### src/rtl/dot_mover_bram_multi_pkg.sv
// Shared definitions for the multi-lane BRAM dot-product mover: FSM states,
// pipeline constants and the accumulator sizing rule.
package dot_mover_bram_multi_pkg;

  typedef enum logic [2:0] {
    ST_IDLE  = 3'd0,
    ST_RUN   = 3'd1,
    ST_DRAIN = 3'd2,
    ST_WRITE = 3'd3,
    ST_DONE  = 3'd4
  } state_e;

  localparam int DRAIN_LEN = 3;
  localparam int RD_LAT    = 1;

  // Accumulator wide enough for the full product sum, never wider than 64 bits.
  function automatic int acc_width(input int in_w, input int cnt_w);
    return ((2 * in_w + cnt_w) > 64) ? 64 : (2 * in_w + cnt_w);
  endfunction

endpackage

### src/rtl/dot_mover_bram_multi_if.sv
// BRAM bank bus: node/weight/bias read ports and the result write port.
interface dot_mover_bram_multi_if #(
  parameter int AWIDTH    = 12,
  parameter int DWIDTH    = 32,
  parameter int OUT_WIDTH = 32
);
  logic [AWIDTH-1:0]    addr_b0, addr_b1, addr_b2, addr_b3;
  logic                 ce_b0, ce_b1, ce_b2, ce_b3, we_b3;
  logic [DWIDTH-1:0]    q_b0, q_b1, q_b2;
  logic [OUT_WIDTH-1:0] d_b3;

  modport master (
    output addr_b0, addr_b1, addr_b2, addr_b3,
    output ce_b0, ce_b1, ce_b2, ce_b3, we_b3, d_b3,
    input  q_b0, q_b1, q_b2
  );

  modport slave (
    input  addr_b0, addr_b1, addr_b2, addr_b3,
    input  ce_b0, ce_b1, ce_b2, ce_b3, we_b3, d_b3,
    output q_b0, q_b1, q_b2
  );
endinterface

### src/rtl/dot_mover_bram_multi_dot_lane_mac.sv
// One lane: signed multiply register, wrapping accumulator, bias add,
// optional ReLU and saturation into a registered result.
module dot_lane_mac
  import dot_mover_bram_multi_pkg::*;
#(
  parameter int IN_DATA_WIDTH = 16,
  parameter int ACC_WIDTH     = 63,
  parameter int OUT_WIDTH     = 32
) (
  input  logic                            clk,
  input  logic                            reset,
  input  logic                            i_clr,
  input  logic                            i_vld,
  input  logic                            i_bias_en,
  input  logic                            i_load,
  input  logic                            i_relu,
  input  logic signed [IN_DATA_WIDTH-1:0] i_node,
  input  logic signed [IN_DATA_WIDTH-1:0] i_wgt,
  input  logic signed [IN_DATA_WIDTH-1:0] i_bias,
  output logic signed [OUT_WIDTH-1:0]     o_res
);

  localparam int PW = 2 * IN_DATA_WIDTH;
  localparam int SW = ACC_WIDTH + 1;
  localparam logic signed [SW-1:0] MAXV = {{(SW-OUT_WIDTH+1){1'b0}}, {(OUT_WIDTH-1){1'b1}}};
  localparam logic signed [SW-1:0] MINV = {{(SW-OUT_WIDTH+1){1'b1}}, {(OUT_WIDTH-1){1'b0}}};

  logic signed [PW-1:0]            r_prod;
  logic                            r_prod_vld;
  logic signed [ACC_WIDTH-1:0]     r_acc;
  logic signed [IN_DATA_WIDTH-1:0] r_bias;
  logic signed [OUT_WIDTH-1:0]     r_res;
  logic signed [SW-1:0]            w_sum;

  function automatic logic signed [OUT_WIDTH-1:0] relu_sat(input logic signed [SW-1:0] s,
                                                          input logic relu);
    if (relu && s[SW-1]) return '0;
    else if (s > MAXV)   return MAXV[OUT_WIDTH-1:0];
    else if (s < MINV)   return MINV[OUT_WIDTH-1:0];
    else                 return s[OUT_WIDTH-1:0];
  endfunction

  // One guard bit keeps the bias add from wrapping before saturation.
  assign w_sum = {r_acc[ACC_WIDTH-1], r_acc}
               + {{(SW-IN_DATA_WIDTH){r_bias[IN_DATA_WIDTH-1]}}, r_bias};
  assign o_res = r_res;

  always_ff @(posedge clk or posedge reset) begin
    if (reset) begin
      r_prod     <= '0;
      r_prod_vld <= 1'b0;
      r_acc      <= '0;
      r_bias     <= '0;
      r_res      <= '0;
    end else begin
      r_prod <= i_node * i_wgt;
      if (i_clr) begin
        r_acc      <= '0;
        r_prod_vld <= 1'b0;
      end else begin
        r_prod_vld <= i_vld;
        if (r_prod_vld) r_acc <= r_acc + {{(ACC_WIDTH-PW){r_prod[PW-1]}}, r_prod};
      end
      if (i_bias_en) r_bias <= i_bias;
      if (i_load)    r_res  <= relu_sat(w_sum, i_relu);
    end
  end

endmodule

### src/rtl/dot_mover_bram_multi.sv
// Streams packed node/weight words, runs NUM_CORE dot-product lanes with bias
// and optional ReLU, then writes one saturated result per lane to BRAM.
module dot_mover_bram_multi
  import dot_mover_bram_multi_pkg::*;
#(
  parameter int CNT_BIT       = 31,
  parameter int AWIDTH        = 12,
  parameter int MEM_SIZE      = 4096,
  parameter int IN_DATA_WIDTH = 16,
  parameter int NUM_CORE      = 2,
  parameter int DWIDTH        = IN_DATA_WIDTH * NUM_CORE,
  parameter int ACC_WIDTH     = acc_width(IN_DATA_WIDTH, CNT_BIT),
  parameter int OUT_WIDTH     = 32
) (
  input  logic                          clk,
  input  logic                          reset,
  input  logic                          i_run,
  input  logic [CNT_BIT-1:0]            i_num_cnt,
  input  logic                          i_relu,
  output logic                          o_idle,
  output logic                          o_read,
  output logic                          o_write,
  output logic                          o_done,
  dot_mover_bram_multi_if.master        bram,
  output logic [NUM_CORE*OUT_WIDTH-1:0] o_result
);

  localparam int LW = (NUM_CORE > 1) ? $clog2(NUM_CORE) : 1;
  localparam logic [CNT_BIT-1:0] MEM_C = CNT_BIT'(MEM_SIZE);

  state_e                    r_state;
  logic [AWIDTH:0]           r_n, r_cnt;
  logic [AWIDTH-1:0]         r_addr_rd, r_addr_wr;
  logic                      r_relu, r_clr, r_ce_rd, r_ce_bias, r_we, r_idle, r_done;
  logic [RD_LAT-1:0]         r_rd_pipe, r_bias_pipe;
  logic [AWIDTH:0]           w_n_sat;
  logic                      w_load;
  logic [OUT_WIDTH-1:0]      w_lane_res [NUM_CORE];

  assign w_n_sat = (i_num_cnt > MEM_C) ? (AWIDTH+1)'(MEM_SIZE) : i_num_cnt[AWIDTH:0];
  assign w_load  = (r_state == ST_DRAIN) && (r_cnt == (AWIDTH+1)'(DRAIN_LEN - 1));

  assign bram.addr_b0 = r_addr_rd;
  assign bram.addr_b1 = r_addr_rd;
  assign bram.ce_b0   = r_ce_rd;
  assign bram.ce_b1   = r_ce_rd;
  assign bram.addr_b2 = '0;
  assign bram.ce_b2   = r_ce_bias;
  assign bram.addr_b3 = r_addr_wr;
  assign bram.ce_b3   = r_we;
  assign bram.we_b3   = r_we;
  assign bram.d_b3    = w_lane_res[r_addr_wr[LW-1:0]];

  assign o_idle  = r_idle;
  assign o_read  = r_ce_rd;
  assign o_write = r_we;
  assign o_done  = r_done;

  // Control FSM; the read-valid and bias-capture strobes follow the BRAM latency.
  always_ff @(posedge clk or posedge reset) begin
    if (reset) begin
      r_state     <= ST_IDLE;
      r_n         <= '0;
      r_cnt       <= '0;
      r_addr_rd   <= '0;
      r_addr_wr   <= '0;
      r_relu      <= 1'b0;
      r_clr       <= 1'b0;
      r_ce_rd     <= 1'b0;
      r_ce_bias   <= 1'b0;
      r_we        <= 1'b0;
      r_idle      <= 1'b1;
      r_done      <= 1'b0;
      r_rd_pipe   <= '0;
      r_bias_pipe <= '0;
    end else begin
      r_clr       <= 1'b0;
      r_ce_bias   <= 1'b0;
      r_rd_pipe   <= RD_LAT'({r_rd_pipe, r_ce_rd});
      r_bias_pipe <= RD_LAT'({r_bias_pipe, r_ce_bias});
      case (r_state)
        ST_IDLE: begin
          if (i_run) begin
            r_n       <= w_n_sat;
            r_relu    <= i_relu;
            r_clr     <= 1'b1;
            r_ce_bias <= 1'b1;
            r_cnt     <= '0;
            r_addr_rd <= '0;
            r_idle    <= 1'b0;
            if (w_n_sat == '0) begin
              r_state <= ST_DRAIN;
            end else begin
              r_state <= ST_RUN;
              r_ce_rd <= 1'b1;
            end
          end
        end
        ST_RUN: begin
          if (r_cnt == r_n - (AWIDTH+1)'(1)) begin
            r_state <= ST_DRAIN;
            r_ce_rd <= 1'b0;
            r_cnt   <= '0;
          end else begin
            r_cnt     <= r_cnt + (AWIDTH+1)'(1);
            r_addr_rd <= r_addr_rd + AWIDTH'(1);
          end
        end
        ST_DRAIN: begin
          if (w_load) begin
            r_state   <= ST_WRITE;
            r_we      <= 1'b1;
            r_addr_wr <= '0;
          end else begin
            r_cnt <= r_cnt + (AWIDTH+1)'(1);
          end
        end
        ST_WRITE: begin
          if (r_addr_wr == AWIDTH'(NUM_CORE - 1)) begin
            r_state <= ST_DONE;
            r_we    <= 1'b0;
            r_done  <= 1'b1;
          end else begin
            r_addr_wr <= r_addr_wr + AWIDTH'(1);
          end
        end
        ST_DONE: begin
          r_done  <= 1'b0;
          r_idle  <= 1'b1;
          r_state <= ST_IDLE;
        end
        default: begin
          r_ce_rd <= 1'b0;
          r_we    <= 1'b0;
          r_done  <= 1'b0;
          r_idle  <= 1'b1;
          r_state <= ST_IDLE;
        end
      endcase
    end
  end

  for (genvar c = 0; c < NUM_CORE; c++) begin : g_lane
    dot_lane_mac #(
      .IN_DATA_WIDTH(IN_DATA_WIDTH),
      .ACC_WIDTH    (ACC_WIDTH),
      .OUT_WIDTH    (OUT_WIDTH)
    ) u_lane (
      .clk      (clk),
      .reset    (reset),
      .i_clr    (r_clr),
      .i_vld    (r_rd_pipe[RD_LAT-1]),
      .i_bias_en(r_bias_pipe[RD_LAT-1]),
      .i_load   (w_load),
      .i_relu   (r_relu),
      .i_node   (bram.q_b0[c*IN_DATA_WIDTH +: IN_DATA_WIDTH]),
      .i_wgt    (bram.q_b1[c*IN_DATA_WIDTH +: IN_DATA_WIDTH]),
      .i_bias   (bram.q_b2[c*IN_DATA_WIDTH +: IN_DATA_WIDTH]),
      .o_res    (w_lane_res[c])
    );
    assign o_result[c*OUT_WIDTH +: OUT_WIDTH] = w_lane_res[c];
  end

endmodule

### src/flat_wrapper.sv
// flat-port wrapper written by rule: the top's interface ports become plain ports
module dot_mover_bram_multi_flat import dot_mover_bram_multi_pkg::*;
#(
  parameter int CNT_BIT       = 31,
  parameter int AWIDTH        = 12,
  parameter int MEM_SIZE      = 4096,
  parameter int IN_DATA_WIDTH = 16,
  parameter int NUM_CORE      = 2,
  parameter int DWIDTH        = IN_DATA_WIDTH * NUM_CORE,
  parameter int ACC_WIDTH     = acc_width(IN_DATA_WIDTH, CNT_BIT),
  parameter int OUT_WIDTH     = 32
)
  (clk, reset, i_run, i_num_cnt, i_relu, o_idle, o_read, o_write, o_done, o_result, bram_addr_b0, bram_addr_b1, bram_addr_b2, bram_addr_b3, bram_ce_b0, bram_ce_b1, bram_ce_b2, bram_ce_b3, bram_we_b3, bram_d_b3, bram_q_b0, bram_q_b1, bram_q_b2);
  dot_mover_bram_multi_if #(.AWIDTH(AWIDTH), .DWIDTH(DWIDTH), .OUT_WIDTH(OUT_WIDTH)) bram_i ();
  input  logic clk;
  input  logic reset;
  input  logic i_run;
  input  logic [CNT_BIT-1:0] i_num_cnt;
  input  logic i_relu;
  output logic o_idle;
  output logic o_read;
  output logic o_write;
  output logic o_done;
  output logic [NUM_CORE*OUT_WIDTH-1:0] o_result;
  output wire logic [$bits(bram_i.addr_b0)-1:0] bram_addr_b0;
  output wire logic [$bits(bram_i.addr_b1)-1:0] bram_addr_b1;
  output wire logic [$bits(bram_i.addr_b2)-1:0] bram_addr_b2;
  output wire logic [$bits(bram_i.addr_b3)-1:0] bram_addr_b3;
  output wire logic [$bits(bram_i.ce_b0)-1:0] bram_ce_b0;
  output wire logic [$bits(bram_i.ce_b1)-1:0] bram_ce_b1;
  output wire logic [$bits(bram_i.ce_b2)-1:0] bram_ce_b2;
  output wire logic [$bits(bram_i.ce_b3)-1:0] bram_ce_b3;
  output wire logic [$bits(bram_i.we_b3)-1:0] bram_we_b3;
  output wire logic [$bits(bram_i.d_b3)-1:0] bram_d_b3;
  input wire logic [$bits(bram_i.q_b0)-1:0] bram_q_b0;
  input wire logic [$bits(bram_i.q_b1)-1:0] bram_q_b1;
  input wire logic [$bits(bram_i.q_b2)-1:0] bram_q_b2;
  assign bram_addr_b0 = bram_i.addr_b0;
  assign bram_addr_b1 = bram_i.addr_b1;
  assign bram_addr_b2 = bram_i.addr_b2;
  assign bram_addr_b3 = bram_i.addr_b3;
  assign bram_ce_b0 = bram_i.ce_b0;
  assign bram_ce_b1 = bram_i.ce_b1;
  assign bram_ce_b2 = bram_i.ce_b2;
  assign bram_ce_b3 = bram_i.ce_b3;
  assign bram_we_b3 = bram_i.we_b3;
  assign bram_d_b3 = bram_i.d_b3;
  assign bram_i.q_b0 = bram_q_b0;
  assign bram_i.q_b1 = bram_q_b1;
  assign bram_i.q_b2 = bram_q_b2;
  dot_mover_bram_multi #(.CNT_BIT(CNT_BIT), .AWIDTH(AWIDTH), .MEM_SIZE(MEM_SIZE), .IN_DATA_WIDTH(IN_DATA_WIDTH), .NUM_CORE(NUM_CORE), .DWIDTH(DWIDTH), .ACC_WIDTH(ACC_WIDTH), .OUT_WIDTH(OUT_WIDTH)) u_core (.clk(clk), .reset(reset), .i_run(i_run), .i_num_cnt(i_num_cnt), .i_relu(i_relu), .o_idle(o_idle), .o_read(o_read), .o_write(o_write), .o_done(o_done), .bram(bram_i), .o_result(o_result));
endmodule
### config.mk
export PLATFORM = sky130hd
export DESIGN_NAME = dot_mover_bram_multi_flat
export DESIGN_NICKNAME = d
export VERILOG_FILES = /design/src/rtl/dot_mover_bram_multi_pkg.sv /design/src/rtl/dot_mover_bram_multi_if.sv /design/src/rtl/dot_mover_bram_multi_dot_lane_mac.sv /design/src/rtl/dot_mover_bram_multi.sv /design/src/flat_wrapper.sv
export SDC_FILE = /design/constraint.sdc
export NUM_CORES = 2
export LEC_CHECK = 0
export ABC_AREA = 1
export CAP_MARGIN = 10
export CORE_MARGIN = 5
export CORE_UTILIZATION = 60
export DETAILED_ROUTE_END_ITERATION = 12
export GPL_ROUTABILITY_DRIVEN = 0
export GPL_TIMING_DRIVEN = 0
export PLACE_DENSITY = 0.81
export REMOVE_ABC_BUFFERS = 1
export SLEW_MARGIN = 20
export SYNTH_ARGS = -nofsm -noshare
export SYNTH_HDL_FRONTEND = slang
export SYNTH_HIERARCHICAL = 1
export SYNTH_SLANG_ARGS = --single-unit
### constraint.sdc
create_clock -name clk -period 7.6 [get_ports clk]
set_input_delay 0.76 -clock clk [delete_from_list [all_inputs] [get_ports clk]]
set_output_delay 0.76 -clock clk [all_outputs]
set_load 0.05 [all_outputs]
==> reports/results.ini <==
[status]
status=completed

[drt]
firstDrtPassIters=6
via_per_inst=5.412
num_vias=53609
wl_per_cell_um=16.22
totalWireLength_mm=160.7
drc=0
drt_iter0_drc=4812
postRouteAntennaNets=0

[global_routing]
grt_max_degree=89
grt_overflow=0
gr-usage-met3_pct=5.165
grt_use_total_pct=31.88
grt_pass1_wl_mm=259.8
top_usage_layer=met2
use_met2_pct=51.68
antenna_found_initial=4
use_met1_pct=43.74
grt_pass1_vias=52110

[placement]
placed_cells=9832
placed_area_um2=59570
portBuffers=271
hpwlAfterDp_mm=132.0
place_ws_ns=-0.1145

[worst_setup_path]
startpoint_type=input port
cp_max_fo=16
cp.required_ns=8.06
end_kind=flop
r2r-end=u_core/g_lane[0].u_lane/o_res[4]
regToRegSetupSlack_ns=3.53
worstPathCellList=clkdlybuf4s50_1 > nand2_1 > fa_1 > inv_1 > fa_1 > inv_1 > fa_1 > inv_1 > fa_1 > fa_1 > inv_1 > fa_1 > inv_1 > ha_1 > nand2_1 > nor2_1 > nand4_1 > o221ai_1 > a21oi_1 > nor2_1 > nor2_1 > xnor2_1
crit_type=in -> reg
critical_path.slowest_cell=clkdlybuf4s50_1
crit_top_cell=fa_1
reg2reg_depth=21
r2r_start=u_core/g_lane[0].u_lane/r_bias[15]
max_stage_delay_ns=0.97
worstPathArrival_ns=7.65

[cts]
cts.path.max_buffers=3
h-tree-depth=2
cts_tree=built
cts_buffers=41
ctsHoldBuffers=0
post-cts-setup-buffers=0
clk_pin_slew_ns=0.07
clock-root-buffer=clkbuf_16
cts_sinks=349
cts.repair.resized=0
clock_latency_ns=0.59

[final_layout]
area_delta_synth_final_pct=8.918
seqCellArea_um2=8743
final_area_um2=60940
finalNetCount=9700
multi_input_area_um2=39060
finalNonFillerCells=9906
fillers=8200
drive_gt1_share_pct=3.618

[floorplan]
io_pins=284
die_w_um=315.4
dieHeight_um=315.4
rows=112
core-area_um2=92910
dieArea_um2=99460
start_util_pct=60.22

[run]
maxCapViolations=0

[sta]
fin_hold_ws_ns=0.4897
fmax_ghz=0.1391
slew_headroom_pct=35.12
hold_violations=0
setup_viol=0
fin_worst_skew_ns=0.02231
rsz0062_at_grt=no
finalMaxSlewViolations=0
fin_crit_sh_pct=94.59
fin_ws_ns=0.4112
period_minus_slack_ns=7.189
worst_slew_pin_slew_ns=0.9721

[yosys]
synth_area_per_cell_um2=6.586
syn_inst=8495
synth_edf_count=0
synth.cell_area_um2=55950
synth_seq_cells=349
yosys_warnings=6
synth-main-ff-cell=dfrtp_1
async_flop_share_pct=100.0
ys_seq_area_share_pct=15.61
synthDistinctLibCells=60

[min_path]
min_to=u_core/o_idle
hold_depth=2
min_from=u_core/o_idle
hold_path.class=reg -> reg

==> registers in the layout, indices dropped and copies added (netlist names), 2 cells and up <==
register	flops
u_core/bram.addr_b0	12
u_core/r_n	13
u_core/r_cnt	13
u_core/g_lane.u_lane/r_bias	32
u_core/g_lane.u_lane/r_prod_vld	2
u_core/bram.addr_b3	12
u_core/r_state	3
u_core/g_lane.u_lane/r_acc	126
u_core/g_lane.u_lane/r_prod	64
u_core/g_lane.u_lane/o_res	64
==> layout make-up <==
class | count | share of cell area, %
Tap cell | 1254 | 2.575
Clock buffer | 56 | 1.940
Antenna cell | 1 | 0.004106
Clock inverter | 17 | 0.2957
Timing Repair Buffer | 283 | 4.944
Multi-Input combinational cell | 6034 | 64.09
Inverter | 1912 | 11.81
Sequential cell | 349 | 14.35
==> per-layer routing <==
| layer | vias up | wire (µm) | share of wire, % |
|---|---|---|---|
| met5 | - | 26 | 0.016 |
| met4 | 4 | 6469 | 4.0 |
| met3 | 422 | 15510 | 9.7 |
| met2 | 2408 | 72010 | 45 |
| met1 | 24878 | 66660 | 41 |
| li1 | 25897 | - | - |
==> worst max-delay path by stage <==
stage | from | endpoint | slack, ns | depth (start not counted)
5_1_grt | bram_q_b1[4] | u_core/g_lane[0].u_lane/r_prod[30] | 0.03 | 22
4_1_cts | bram_q_b1[4] | u_core/g_lane[0].u_lane/r_prod[30] | 0.42 | 22
2_1_floorplan | bram_q_b0[15] | u_core/g_lane[0].u_lane/r_prod[30] | 1.59 | 21
3_3_place_gp | bram_q_b1[4] | u_core/g_lane[0].u_lane/r_prod[30] | -0.07 | 22
6_report | bram_q_b1[4] | u_core/g_lane[0].u_lane/r_prod[30] | 0.41 | 22
3_5_place_dp | bram_q_b1[4] | u_core/g_lane[0].u_lane/r_prod[30] | -0.11 | 22
==> stage by stage <==
step                utilization (%)  setup TNS (ns)
floorplan                         -               0
global placement              63.74        -0.07408
detailed placement            64.12         -0.1145
CTS                           65.59               0
global route                  65.59               0
finish                        65.59               0
==> kinds of logic after synthesis <==
| group | count (synthesis) | share of synthesized area (%) |
|---|---|---|
| mux | 64 | 1.288 |
| other cells | 1 | 0.006702 |
| flops | 349 | 15.61 |
| fa+ha+maj | 948 | 28.28 |
| compound gates | 880 | 8.670 |
| buf+inv | 2123 | 14.71 |
| xor+xnor | 185 | 2.896 |
| simple gates | 3945 | 28.53 |
==> worst max-delay path, delay by kind of cell <==
kind	cells	cell delay [ns]
simple gates	6	0.83
xor+xnor	1	0.12
buf+inv	6	1.42
fa+ha+maj	7	4.08
compound gates	2	0.43
==> Yosys cell counts, drive strengths merged (7+ instances only) <==
master | instances | area share (%)
o211ai | 10 | 0.13
mux2 | 64 | 1.3
inv | 1910 | 13
nor3 | 49 | 0.49
nand4 | 48 | 0.54
o21bai | 19 | 0.26
a21oi | 405 | 3.6
a31oi | 70 | 0.78
and2 | 8 | 0.092
xnor2 | 45 | 0.70
xor2 | 140 | 2.2
o22ai | 7 | 0.078
nand2 | 2869 | 19
ha | 420 | 9.4
a32o | 8 | 0.14
nand3 | 258 | 2.4
a21o | 16 | 0.21
o31ai | 18 | 0.25
buf | 58 | 0.86
dfrtp | 348 | 16
nor4 | 30 | 0.38
and3 | 7 | 0.078
nor2 | 639 | 4.6
nand3b | 19 | 0.25
fa | 528 | 19
clkbuf | 153 | 1.0
a21boi | 15 | 0.20
or2 | 16 | 0.18
o21ai | 288 | 2.6
==> cells in the final DEF, fill, tap and decap left out, types with 7 or more instances in the layout <==
master	instances
o21ai_1	9
clkdlybuf4s50_1	271
nor2_1	578
mux2_2	64
nor4_1	26
o211ai_1	10
clkbuf_16	41
o21bai_1	18
dfrtp_1	341
clkbuf_8	10
or2_2	16
nand2_1	2829
xor2_1	140
and3_1	7
o22ai_1	7
nor2_4	13
xnor2_1	45
and2_1	7
nor2_2	48
inv_1	1891
a32o_1	8
nand3b_1	19
nand2_2	35
o31ai_1	17
fa_1	528
dfrtp_2	7
a21boi_0	12
nand3_1	251
buf_16	8
o21ai_0	274
a21o_1	16
a21oi_1	405
a31oi_1	70
ha_1	420
nor3_1	43
conb_1	12
inv_2	16
nand4_1	48
Power is not shown: default switching activity piles up to over one toggle a cycle in this logic, so the estimate is an artifact.
